`src/rtl/scc_pkg.sv`:
```
// rtl/scc_pkg.sv - shared types and constants for the SCC bus master
// Purpose: access record carried through the request FIFO and the bus FSM state encoding.
package scc_pkg;

  localparam int SCC_ADDR_W = 8;

  // One queued register access: {rd, addr, data} = 17 bits.
  typedef struct packed {
    logic                  rd;
    logic [SCC_ADDR_W-1:0] addr;
    logic [7:0]            data;
  } scc_acc_t;

  typedef enum logic [1:0] {
    IDLE,
    SETUP,
    STROBE,
    GAP
  } scc_bm_state_t;

endpackage

```
`src/rtl/scc_req_fifo.sv`:
```
// rtl/scc_req_fifo.sv - synchronous FIFO of queued SCC register accesses
// Purpose: holds host accesses until the bus FSM replays them, first-word-fall-through.
// Ports:
//   clk, reset      system clock, synchronous active-high reset
//   push, push_data write side; ignored while full (full is evaluated before the same-cycle pop)
//   pop, pop_data   read side; pop_data always shows the head entry
//   full, empty     occupancy flags from extra-MSB pointer compare
module scc_req_fifo
  import scc_pkg::*;
#(
  parameter int DEPTH = 16
) (
  input  logic     clk,
  input  logic     reset,
  input  logic     push,
  input  scc_acc_t push_data,
  input  logic     pop,
  output scc_acc_t pop_data,
  output logic     full,
  output logic     empty
);

  localparam int AW = $clog2(DEPTH);

  logic [AW:0] wr_ptr;
  logic [AW:0] rd_ptr;
  scc_acc_t    mem [DEPTH];

  assign empty    = (wr_ptr == rd_ptr);
  assign full     = (wr_ptr[AW] != rd_ptr[AW]) && (wr_ptr[AW-1:0] == rd_ptr[AW-1:0]);
  assign pop_data = mem[rd_ptr[AW-1:0]];

  always_ff @(posedge clk) begin
    if (reset) begin
      wr_ptr <= '0;
      rd_ptr <= '0;
    end else begin
      if (push && !full) begin
        wr_ptr <= wr_ptr + 1'b1;
      end
      if (pop && !empty) begin
        rd_ptr <= rd_ptr + 1'b1;
      end
    end
  end

  // Storage needs no reset; only the pointers define validity.
  always_ff @(posedge clk) begin
    if (push && !full) begin
      mem[wr_ptr[AW-1:0]] <= push_data;
    end
  end

endmodule

```
`src/rtl/scc_bus_master.sv`:
```
// rtl/scc_bus_master.sv - SCC bus initiator replaying queued register accesses
// Purpose: pops host accesses from a FIFO and drives Z80-like SCC strobes paced by clk_en.
// Ports:
//   clk, reset, clk_en                      clock, sync active-high reset, bus timing tick
//   req_valid/req_ready/req_rd/addr/data    host request side
//   rsp_valid, rsp_data                     one-clk read response, data held until next read
//   busy                                    FIFO non-empty or access in flight
//   cs, cpu_mreq, cpu_wr, cpu_addr, cpu_dout registered SCC bus outputs
//   scc_din                                 SCC read data
module scc_bus_master
  import scc_pkg::*;
#(
  parameter int FIFO_DEPTH   = 16,
  parameter int STROBE_TICKS = 2
) (
  input  logic                  clk,
  input  logic                  reset,
  input  logic                  clk_en,
  input  logic                  req_valid,
  output logic                  req_ready,
  input  logic                  req_rd,
  input  logic [SCC_ADDR_W-1:0] req_addr,
  input  logic [7:0]            req_data,
  output logic                  rsp_valid,
  output logic [7:0]            rsp_data,
  output logic                  busy,
  output logic                  cs,
  output logic                  cpu_mreq,
  output logic                  cpu_wr,
  output logic [SCC_ADDR_W-1:0] cpu_addr,
  output logic [7:0]            cpu_dout,
  input  logic [7:0]            scc_din
);

  localparam int CNT_W = (STROBE_TICKS > 1) ? $clog2(STROBE_TICKS) : 1;

  scc_bm_state_t    state;
  logic [CNT_W-1:0] cnt;
  logic             cur_rd;
  logic             full;
  logic             empty;
  logic             pop;
  scc_acc_t         head;
  scc_acc_t         push_entry;

  assign push_entry = '{rd: req_rd, addr: req_addr, data: req_data};
  assign pop        = (state == IDLE) && clk_en && !empty;
  assign req_ready  = !full;
  assign busy       = !empty || (state != IDLE);

  scc_req_fifo #(
    .DEPTH(FIFO_DEPTH)
  ) u_fifo (
    .clk      (clk),
    .reset    (reset),
    .push     (req_valid),
    .push_data(push_entry),
    .pop      (pop),
    .pop_data (head),
    .full     (full),
    .empty    (empty)
  );

  always_ff @(posedge clk) begin
    if (reset) begin
      state     <= IDLE;
      cnt       <= '0;
      cur_rd    <= 1'b0;
      cs        <= 1'b0;
      cpu_mreq  <= 1'b0;
      cpu_wr    <= 1'b0;
      cpu_addr  <= '0;
      cpu_dout  <= '0;
      rsp_valid <= 1'b0;
      rsp_data  <= '0;
    end else begin
      // Response is a single clk pulse even when clk_en stays high.
      rsp_valid <= 1'b0;
      if (clk_en) begin
        case (state)
          IDLE: begin
            cs       <= 1'b0;
            cpu_mreq <= 1'b0;
            cpu_wr   <= 1'b0;
            if (!empty) begin
              cur_rd   <= head.rd;
              cpu_addr <= head.addr;
              cpu_dout <= head.rd ? 8'h00 : head.data;
              cs       <= 1'b1;
              cpu_mreq <= 1'b1;
              state    <= SETUP;
            end
          end
          SETUP: begin
            cpu_wr <= !cur_rd;
            cnt    <= CNT_W'(STROBE_TICKS - 1);
            state  <= STROBE;
          end
          STROBE: begin
            if (cnt == '0) begin
              if (cur_rd) begin
                rsp_data  <= scc_din;
                rsp_valid <= 1'b1;
              end
              cs       <= 1'b0;
              cpu_mreq <= 1'b0;
              cpu_wr   <= 1'b0;
              state    <= GAP;
            end else begin
              cnt <= cnt - 1'b1;
            end
          end
          GAP: begin
            // Address and data lanes keep their last values here.
            state <= IDLE;
          end
          default: state <= IDLE;
        endcase
      end
    end
  end

endmodule
```
`config.mk`:
```
export PLATFORM = sky130hd
export DESIGN_NAME = scc_bus_master
export DESIGN_NICKNAME = d
export VERILOG_FILES = /design/src/rtl/scc_pkg.sv /design/src/rtl/scc_req_fifo.sv /design/src/rtl/scc_bus_master.sv
export SDC_FILE = /design/constraint.sdc
export NUM_CORES = 1
export LEC_CHECK = 0
export CAP_MARGIN = 20
export CORE_UTILIZATION = 34
export CTS_CLUSTER_SIZE = 24
export DETAILED_ROUTE_END_ITERATION = 7
export GPL_TIMING_DRIVEN = 0
export SYNTH_ARGS = -nofsm -noshare
export SYNTH_HDL_FRONTEND = slang
export SYNTH_SLANG_ARGS = --single-unit
```
`constraint.sdc`:
```
create_clock -name clk -period 7.9 [get_ports clk]
set_input_delay 1.58 -clock clk [delete_from_list [all_inputs] [get_ports clk]]
set_output_delay 1.58 -clock clk [all_outputs]
set_load 0.02 [all_outputs]
```
# Yosys cells after proc, flatten, opt, wreduce, memory -nomap -nowiden
# Memory sizes are Yosys's and may differ from the RTL's. A register that Yosys moved wholly into a read port is not among the register bits.
# Cells that the tools add are included.
dict set report totals {
  n_memories 1
  inputBits 29
  ff_bits 41
  ram_bits 272
  elab_cells 63
}
# name depth word_bits rd rd_clocked_by_memory_dff wr line_no
set memory_table {}
lappend memory_table {u_fifo.mem 16 17 1 1 1 scc_req_fifo.sv:27} ;# scc_acc_t mem [DEPTH];
dict set report op_classes {
  n_reduce_logical 21
  bitwise 4
  n_eq_ne 8
  add_sub_neg 3
  muxes 15
}
# op n
set op_table {}
lappend op_table {{3-bit AND reduction} 4}
lappend op_table {{5-bit by 1-bit adder with 5-bit output (second input constant)} 2}
lappend op_table {{4-bit two-way mux} 2}
lappend op_table {{8-bit two-way mux} 1}
lappend op_table {{2-bit case mux with 4 select lines} 1}
lappend op_table {{1-bit two-way mux} 6}
lappend op_table {{2-bit nonzero test} 3}
lappend op_table {{5-bit == test} 1}
lappend op_table {{1-bit logical AND} 5}
lappend op_table {{2-bit == test (second input constant)} 2}
lappend op_table {{4-bit == test} 1}
lappend op_table {{2-bit two-way mux} 2}
lappend op_table {{2-bit inequality test (second input constant)} 2}
lappend op_table {{1-bit inverter} 4}
lappend op_table {{1-bit case mux with 2 select lines} 2}
lappend op_table {{4-bit AND reduction} 1}
lappend op_table {{4-bit OR reduction} 1}
lappend op_table {{1-bit zero test} 3}
lappend op_table {{1-bit case mux with 3 select lines} 1}
lappend op_table {{3-bit nonzero test} 1}
lappend op_table {{2-bit by 1-bit == test with 1-bit output (second input constant)} 1}
lappend op_table {{2-bit zero test} 1}
lappend op_table {{2-bit AND reduction} 1}
lappend op_table {{1-bit logical OR} 1}
lappend op_table {{2 further kinds} 2}

# Logic depth before layout (Yosys ltp)
# Gate-level depths: netlist of run 1.
dict set report depth {
  word_depth 6
  depth_mapped 8
  depth_no_buf 6
}

# Cells and area by module
# Synthesis of run 1 repeated with hierarchy kept, for this count alone.
dict set report hier_totals {
  cells_unflattened 631
  hier_area_um2 12373.1
}
# module seq_area_each_um2 area_per_inst_um2 n_inst cells_per_inst
set by_module_without_submodules {}
lappend by_module_without_submodules {scc_req_fifo 8448.1 11111.9 1 483}
lappend by_module_without_submodules {scc_bus_master 620.6 1261.2 1 148}

# Worst setup path after synthesis of run 1
# No wires, ideal clock.
dict set report synth_timing {
  path_type {input port to flip-flop}
  from {in req_valid}
  to {mem u_fifo.mem[3][0] in the netlist's numbering (enable)}
  setup_slack_ns 4.506
  t_arrival_ns 2.982
  required_ns 7.487
  path_stages 2
  cell_sequence {o211ai_1 > nor3_1}
}
dict set report synth_between {
  elab_chain_len 3
}
# element line_no
set synth_rtl {}
lappend synth_rtl {{start, declared} scc_bus_master.sv:19} ;# input logic req_valid,
lappend synth_rtl {{1-bit logical AND} scc_req_fifo.sv:49} ;# if (push && !full) begin
lappend synth_rtl {{1-bit two-way mux} scc_req_fifo.sv:49}
lappend synth_rtl {{1-bit two-way mux (not written as such)} scc_req_fifo.sv:50} ;# mem[wr_ptr[AW-1:0]] <= push_data;
lappend synth_rtl {{end, declared} scc_req_fifo.sv:27}
# Every way passes these cells.

# Worst setup path in the final report of run 1
dict set report layout_timing {
  from {reg u_fifo.wr_ptr[2]}
  to {out busy}
}
dict set report layout_between {
  elab_chain_len 3
}
# element line_no
set layout_rtl {}
lappend layout_rtl {{start, declared} scc_req_fifo.sv:25} ;# logic [AW:0] wr_ptr;
lappend layout_rtl {{start signal, assigned} scc_req_fifo.sv:39} ;# wr_ptr <= wr_ptr + 1'b1;
lappend layout_rtl {{5-bit == test} scc_req_fifo.sv:29} ;# assign empty = (wr_ptr == rd_ptr);
lappend layout_rtl {{1-bit zero test} scc_bus_master.sv:49} ;# assign busy = !empty || (state != IDLE);
lappend layout_rtl {{1-bit logical OR} scc_bus_master.sv:49}
lappend layout_rtl {{end, declared} scc_bus_master.sv:26} ;# output logic busy,
# Every way passes these cells.

==> impl_results.md, run 1 <==
* Status: finished, violations left
* Failing checks: design-rule violations
* Ys async rst share at 0
* Peak VDD IR at ~0.00016 V
* Setup TNS at 0 ns
* PD cells at about 270 nW/um^2
* Max frequency at 256 MHz
* Total power at 4.04 mW
* Filler instances at 3091
* R2R Path End: u_fifo.mem[0][2]
* Initial Utilization at 0.346
* CP Capture Type: primary output
* RePlAce Congestion at slightly above 0.7
* Worst-Skew Late Latency at roughly 0.51 ns
* TritonCTS Buffers at 35
* Routed vias at between 6000 and 7000
* Final setup fails at 0
* Wire length of the first global-routing pass at roughly 41000 um
* Initial DRC count at between 600 and 700
* Die W at ~190 um
* Multi-input logic area at slightly below 3000 um^2
* Post-synthesis sequential area ratio at 0.735
* Sequential Area at about 9100 um^2
* Prevailing post-synth register cell: edfxtp_1
* Congestion Overflow GR at 0
* Clock slew at reported path FFs at 0.06 ns
* Avg Inst Size Synth at 19.5 um^2
* Full die area at between 30000 and 40000 um^2
* Hold_sp: rsp_data[1]
* Flops & latches, synth at 317
* Fin. Hold Viols at 0
* Clock Tree Buf Depth at 3
* FP Rows at about 70
* Static leakage at ~4.8 nW
* # hold bufs at CTS at 0
* Vias per cell at approximately 5.1
* Synthesized net count at roughly 670
* Core ar. at roughly 36000 um^2
* CTS tree: yes
* Hold Path Class: reg2reg
* WP data arrival at 2.33 ns
* Detailed placement HPWL at between 15000 and 20000 um
* Hold EP: rsp_data[1]
* Req. time, crit path at 6.32 ns
* Synthesis-to-layout area growth at 21.0%
* Post-synthesis cell count at about 630
* TritonRoute pass-1 iters at 7
* Number of flops mapped to enable cells by yosys at approximately 270
* Total GRT Usage at 0.152
* FF-to-FF path depth at 7
* Max-slew violations at 0
* Buffer count from post-CTS setup fixing at 0
* Synthesized cell area at between 10000 and 15000 um^2
* IO buf count at between 50 and 60
* Clock Sinks at between 300 and 400
* Startpoint types: register
* Post-route ant nets at 0
* WL/cell at roughly 22 um
* Relative slew slack at 0.248
* Largest net degree at the start of global routing at 18
* Skew final at around 0.022 ns
* Critical path class: reg2out
* Antenna Cells at 0
* Hold depth at 2
* CP Max Fanout at 10
* Ports at 59
* Period minus WS final at 3.91 ns
* RSZ-0062 raised after global routing: false
* Clock Tree Root: clkbuf_16
* Post_cts resized at 0
* Antenna violations before repair at 0
* Layout cells sized above 1 at 0.217
* Routed WL at ~27000 um
* Nets at about 800
* Synth cell types at 49
* Critical register-to-register path startpoint: u_fifo.wr_ptr[2]
* DRC Markers at 8
* H-tree levels at 2
* FF-to-FF setup slack at between 5 and 6 ns
* Synth warn at 0
* Tcrit/Tclk final at 0.495
* Number of global-route vias before repair at 6498
* Die Y at roughly 190 um
* Worst Tran Pin Value at 1.13 ns
* Max-cap violations at 0
cell type report:
| class | count | area share |
|---|---|---|
| Sequential cell | 317 | 0.607 |
| Multi-Input combinational cell | 276 | 0.200 |
| Clock buffer | 40 | 0.0613 |
| Timing Repair Buffer | 75 | 0.0575 |
| Tap cell | 461 | 0.0386 |
| Buffer | 35 | 0.0178 |
| Clock inverter | 24 | 0.0156 |
| Inverter | 6 | 0.00243 |
per-layer routing:
layer,track usage,up-vias,wire length [um]
met4,0.0330,0,421
met2,0.245,164,13100
met3,0.0242,39,1320
li1,-,2793,-
met1,0.216,3241,12400
met5,0,-,0
through the flow:
stage          worst slack, ns  instances   util  hold slack [ns]  area (um^2)
3_5_place_dp              3.79       1167  0.385            0.448        13700
4_1_cts                   3.97       1231  0.418            0.459        14900
2_1_floorplan             4.51        634      -            0.491        12300
3_3_place_gp              2.42       1153  0.379            0.444        13500
5_1_grt                   3.89       1234  0.419            0.480        14900
6_report                  3.99       1234  0.419            0.454        14900
synth_stat cells (2+ instances only):
cell      instances  area share
nor2b_1          13      0.0066
a21oi_1          21      0.0085
buf_1             4      0.0012
inv_1             5      0.0015
o22ai_1           8      0.0041
a221oi_1          8      0.0057
mux4_1            3      0.0064
nor2_1           23      0.0070
ha_1             10       0.010
buf_4             2      0.0012
buf_2            10      0.0041
or3_1             2      0.0010
nand2_1          27      0.0082
o21ai_0           3      0.0012
xnor2_1           7      0.0050
mux2i_1          14       0.011
a22o_1           16       0.011
o211ai_1          4      0.0024
and2_1            4      0.0020
dfxtp_1          45       0.073
xor2_1            5      0.0035
bufbuf_8          2      0.0030
a211oi_1          9      0.0055
edfxtp_1        272        0.66
buf_6             9      0.0082
mux4_2           64        0.12
clkbuf_1          7      0.0021
and3_1           15      0.0076
nand2b_1          2      0.0010
logic make-up after synthesis:
group	count (synthesis)	share of synthesized area
buffers and inverters	41	0.0244
XOR/XNOR	13	0.00983
multiplexers	82	0.135
adder cells (fa/ha/maj)	10	0.0101
AO/OA/AOI/OAI	76	0.0454
flip-flops	317	0.735
AND/OR/NAND/NOR	95	0.0400
report_power, final:
group / leakage (nW) / switching, mW / internal (mW) / total (mW)
combinational: 1.43 / 0.266 / 0.266 / 0.532
clock: 0.569 / 0.655 / 0.969 / 1.62
sequential: 2.82 / 0.0222 / 1.86 / 1.88
total: 4.82 / 0.943 / 3.09 / 4.04
sequential cells by signal, summed over array words and instances (netlist names), named ones only:
register       cells
u_fifo.wr_ptr      5
cur_rd             1
state              2
rsp_valid          1
cnt                1
cpu_addr           8
u_fifo.mem       272
cpu_dout           8
cpu_wr             1
cpu_mreq           1
rsp_data           8
u_fifo.rd_ptr      5
cells in the final DEF, fill, tap and decap left out, types with 5 or more instances in the layout:
cell	count
clkdlybuf4s50_1	58
a22o_1	16
a221oi_1	8
xnor2_1	7
ha_1	10
buf_2	10
a211oi_1	9
clkinv_2	8
xor2_1	5
nor2b_1	12
clkbuf_1	11
buf_8	10
mux2i_1	14
nand2_1	27
and3_1	15
edfxtp_1	272
nor2_1	22
clkbuf_16	36
a21oi_1	21
o22ai_1	8
dfxtp_1	45
mux4_2	64
clkinv_1	8
buf_6	13
inv_1	5
worst max-delay path, stage by stage (launching register included):
cell,delay [ns]
dfxtp_1,0.30
buf_2,0.20
xnor2_1,0.14
nand4_1,0.14
buf_6,0.17
or3_1,0.30
clkdlybuf4s50_1,0.56
worst max path at each step:
stage | slack (ns) | end | from | cells after the start
floorplan | 4.51 | u_fifo.mem[3][0] | req_valid | 2
global placement | 2.42 | u_fifo.mem[3][7] | req_valid | 3
detailed placement | 3.79 | u_fifo.mem[5][1] | req_valid | 4
CTS | 3.97 | busy | u_fifo.wr_ptr[2] | 6
global route | 3.89 | busy | u_fifo.wr_ptr[2] | 6
finish | 3.99 | busy | u_fifo.wr_ptr[2] | 6
Note: power is estimated with default switching activity, not from simulation.
==> run 2, diff against run 1 <==
clock period = 3.4 ns   (was 7.9 ns; I/O delays follow)
==> results of run 2 <==
Same layout as run 1 (identical final DEF). Status: finished, violations left: design-rule violations.
Among the figures that moved: setup slack after placement 3.79 ns -> 0.188 ns; setup slack after layout 3.99 ns -> 0.388 ns; register-to-register setup slack 5.09 ns -> 0.59 ns; total power 4.04 mW -> 9.38 mW; worst IR drop on VDD 0.000158 V -> 0.000367 V
==> run 3, diff against run 2 <==
CORE_UTILIZATION = 50   (was 34)
PLACE_DENSITY = 0.71   (was default)
TNS_END_PERCENT = 5   (was default)
==> run 3 against run 2 <==
  * The flow now finishes without violations
  * Register-to-register slack worse by 0.02 ns
  * Via count up 2.2%
  * Routed wire length down 6.5%
  * Largest cell class unchanged
==> impl_results.md, run 3 (synthesized netlist as in run 1, its figures left out) <==
* Tcrit/Tclk final at 0.891
* Vias per cell at about 6
* Hold_sp: rsp_data[5]
* Initial Utilization at 0.509
* Nets at ~780
* Placed cell count at 1020
* Synthesis-to-layout area growth at 18.1%
* Skew final at ~0.012 ns
* Post-route ant nets at 0
* Clock Sinks at around 320
* PD cells at ~630 nW/um^2
* Peak VDD IR at 0.000370 V
* Period minus WS final at around 3 ns
* Routed WL at between 20000 and 30000 um
* Commonest non-fill, non-tap cells in the layout: edfxtp_1, mux4_2, clkdlybuf4s50_1
* WP data arrival at 2.35 ns
* Die Y at approximately 160 um
* Antenna violations before repair at 0
* IO buf count at 58
* Congestion Overflow GR at 0
* R2R Path End: u_fifo.mem[12][2]
* Critical register-to-register path startpoint: u_fifo.wr_ptr[2]
* Max frequency at 330 MHz
* CTS tree: yes
* Hold EP: rsp_data[5]
* FF-to-FF setup slack at 0.57 ns
* Core ar. at about 24000 um^2
* Req. time, crit path at roughly 2.7 ns
* CP Capture Type: primary output
* Wire length of the first global-routing pass at roughly 39000 um
* Post_cts resized at 0
* Critical path class: reg2out
* Worst-Skew Late Latency at slightly above 0.5 ns
* Layout cells sized above 1 at 0.203
* Sw Ratio at 0.225
* WL/cell at ~23 um
* Die W at 159 um
* Hold_ws at between 0.4 and 0.5 ns
* Combinational Power Share at 0.134
* Total GRT Usage at 0.206
* Routed vias at between 6000 and 7000
* Relative slew slack at 0.239
* Antenna Cells at 0
* Initial DRC count at 615
* Largest net degree at the start of global routing at 18
* Hold depth at 2
* DRC Markers at 0
* P_int at approximately 7.1 mW
* Startpoint types: register
* Setup TNS at 0 ns
* P_sw at approximately 2.1 mW
* Worst Tran Pin Value at between 1 and 1.5 ns
* Hold Path Class: reg2reg
* Static leakage at approximately 4.7 nW
* Ports at 59
* CP Max Fanout at 10
* Fin. Hold Viols at 0
* Final core utilization at 0.601
* Sequential share of power at 0.477
* Clock slew at reported path FFs at about 0.060 ns
* FF-to-FF path depth at 7
* Filler instances at ~1700
* Largest register FFs at 272
* Clock Tree Buf Depth at 3
* Number of global-route vias before repair at 6533
* FP Rows at 57
* Clk pwr share at 0.389
* # hold bufs at CTS at 0
* H-tree levels at 2
* Post-route insts no fill at 1087
* Most common cell after layout, fill and taps aside: edfxtp_1
* Full die area at 25300 um^2
* Clock Tree Root: clkbuf_16
* PnR worst setup slack at about 0.37 ns
* Max-cap violations at 0
* Buffer count from post-CTS setup fixing at 0
* Final setup fails at 0
* Max-slew violations at 0
* Setup Slack @ Placement at 0.246 ns
* Status: complete, no violations
* RSZ-0062 raised after global routing: false
* RePlAce Congestion at 0.779
* TritonRoute pass-1 iters at 5
* TritonCTS Buffers at 34
* Detailed placement HPWL at 15400 um
==> run 3: cell count changes in the layout (fill, tap and decap cells not counted), moves of 2 or more <==
cell      change
clkbuf_1      +8
clkinv_1      -5
buf_6         -2
clkinv_2      -4
buf_16        -3
clkbuf_8      +2
==> run 3: per-layer routing <==
layer,GRT usage,share of wire
met5,0,0
met4,0.0787,0.026
met3,0.0396,0.067
met2,0.330,0.48
met1,0.284,0.42
==> run 3: final cells by class <==
class | instances | area [um^2] | area share
Inverter | 6 | 36.3 | 0.00249
Clock inverter | 11 | 130 | 0.00893
Clock buffer | 49 | 948 | 0.0651
Buffer | 35 | 265 | 0.0182
Sequential cell | 317 | 9070 | 0.622
Multi-Input combinational cell | 276 | 2980 | 0.205
Tap cell | 324 | 405 | 0.0278
Timing Repair Buffer | 69 | 738 | 0.0506
==> run 3: how the worst max path moves through the flow <==
| stage | from | to |
|---|---|---|
| 2_1_floorplan | u_fifo.wr_ptr[2] | u_fifo.mem[3][0] |
| 3_3_place_gp | req_valid | u_fifo.mem[3][13] |
| 3_5_place_dp | req_valid | u_fifo.mem[0][13] |
| 4_1_cts | u_fifo.wr_ptr[2] | busy |
| 5_1_grt | u_fifo.wr_ptr[2] | busy |
| 6_report | u_fifo.wr_ptr[2] | busy |
==> run 3: worst max-delay path, cell delays in order, from the launching register on <==
cell	delay, ns
dfxtp_1	0.30
buf_2	0.20
xnor2_1	0.14
nand4_1	0.15
buf_6	0.18
or3_1	0.33
clkdlybuf4s50_1	0.55
==> run 3: metrics by stage <==
stage | total power, mW | area [um^2]
floorplan | 5.30 | 12300
finish | 9.16 | 14600
CTS | 9.22 | 14500
detailed placement | 5.68 | 13400
global placement | 5.64 | 13300
global route | 9.47 | 14600
==> run 3: power by group through the flow <==
stage | combinational [mW] | clock (mW) | sequential [mW]
after CTS | 1.23 | 3.62 | 4.37
after global placement | 1.20 | 0 | 4.44
after floorplan | 0.824 | 0 | 4.47
final | 1.23 | 3.56 | 4.37
after global routing | 1.31 | 3.78 | 4.38
after detailed placement | 1.23 | 0 | 4.45
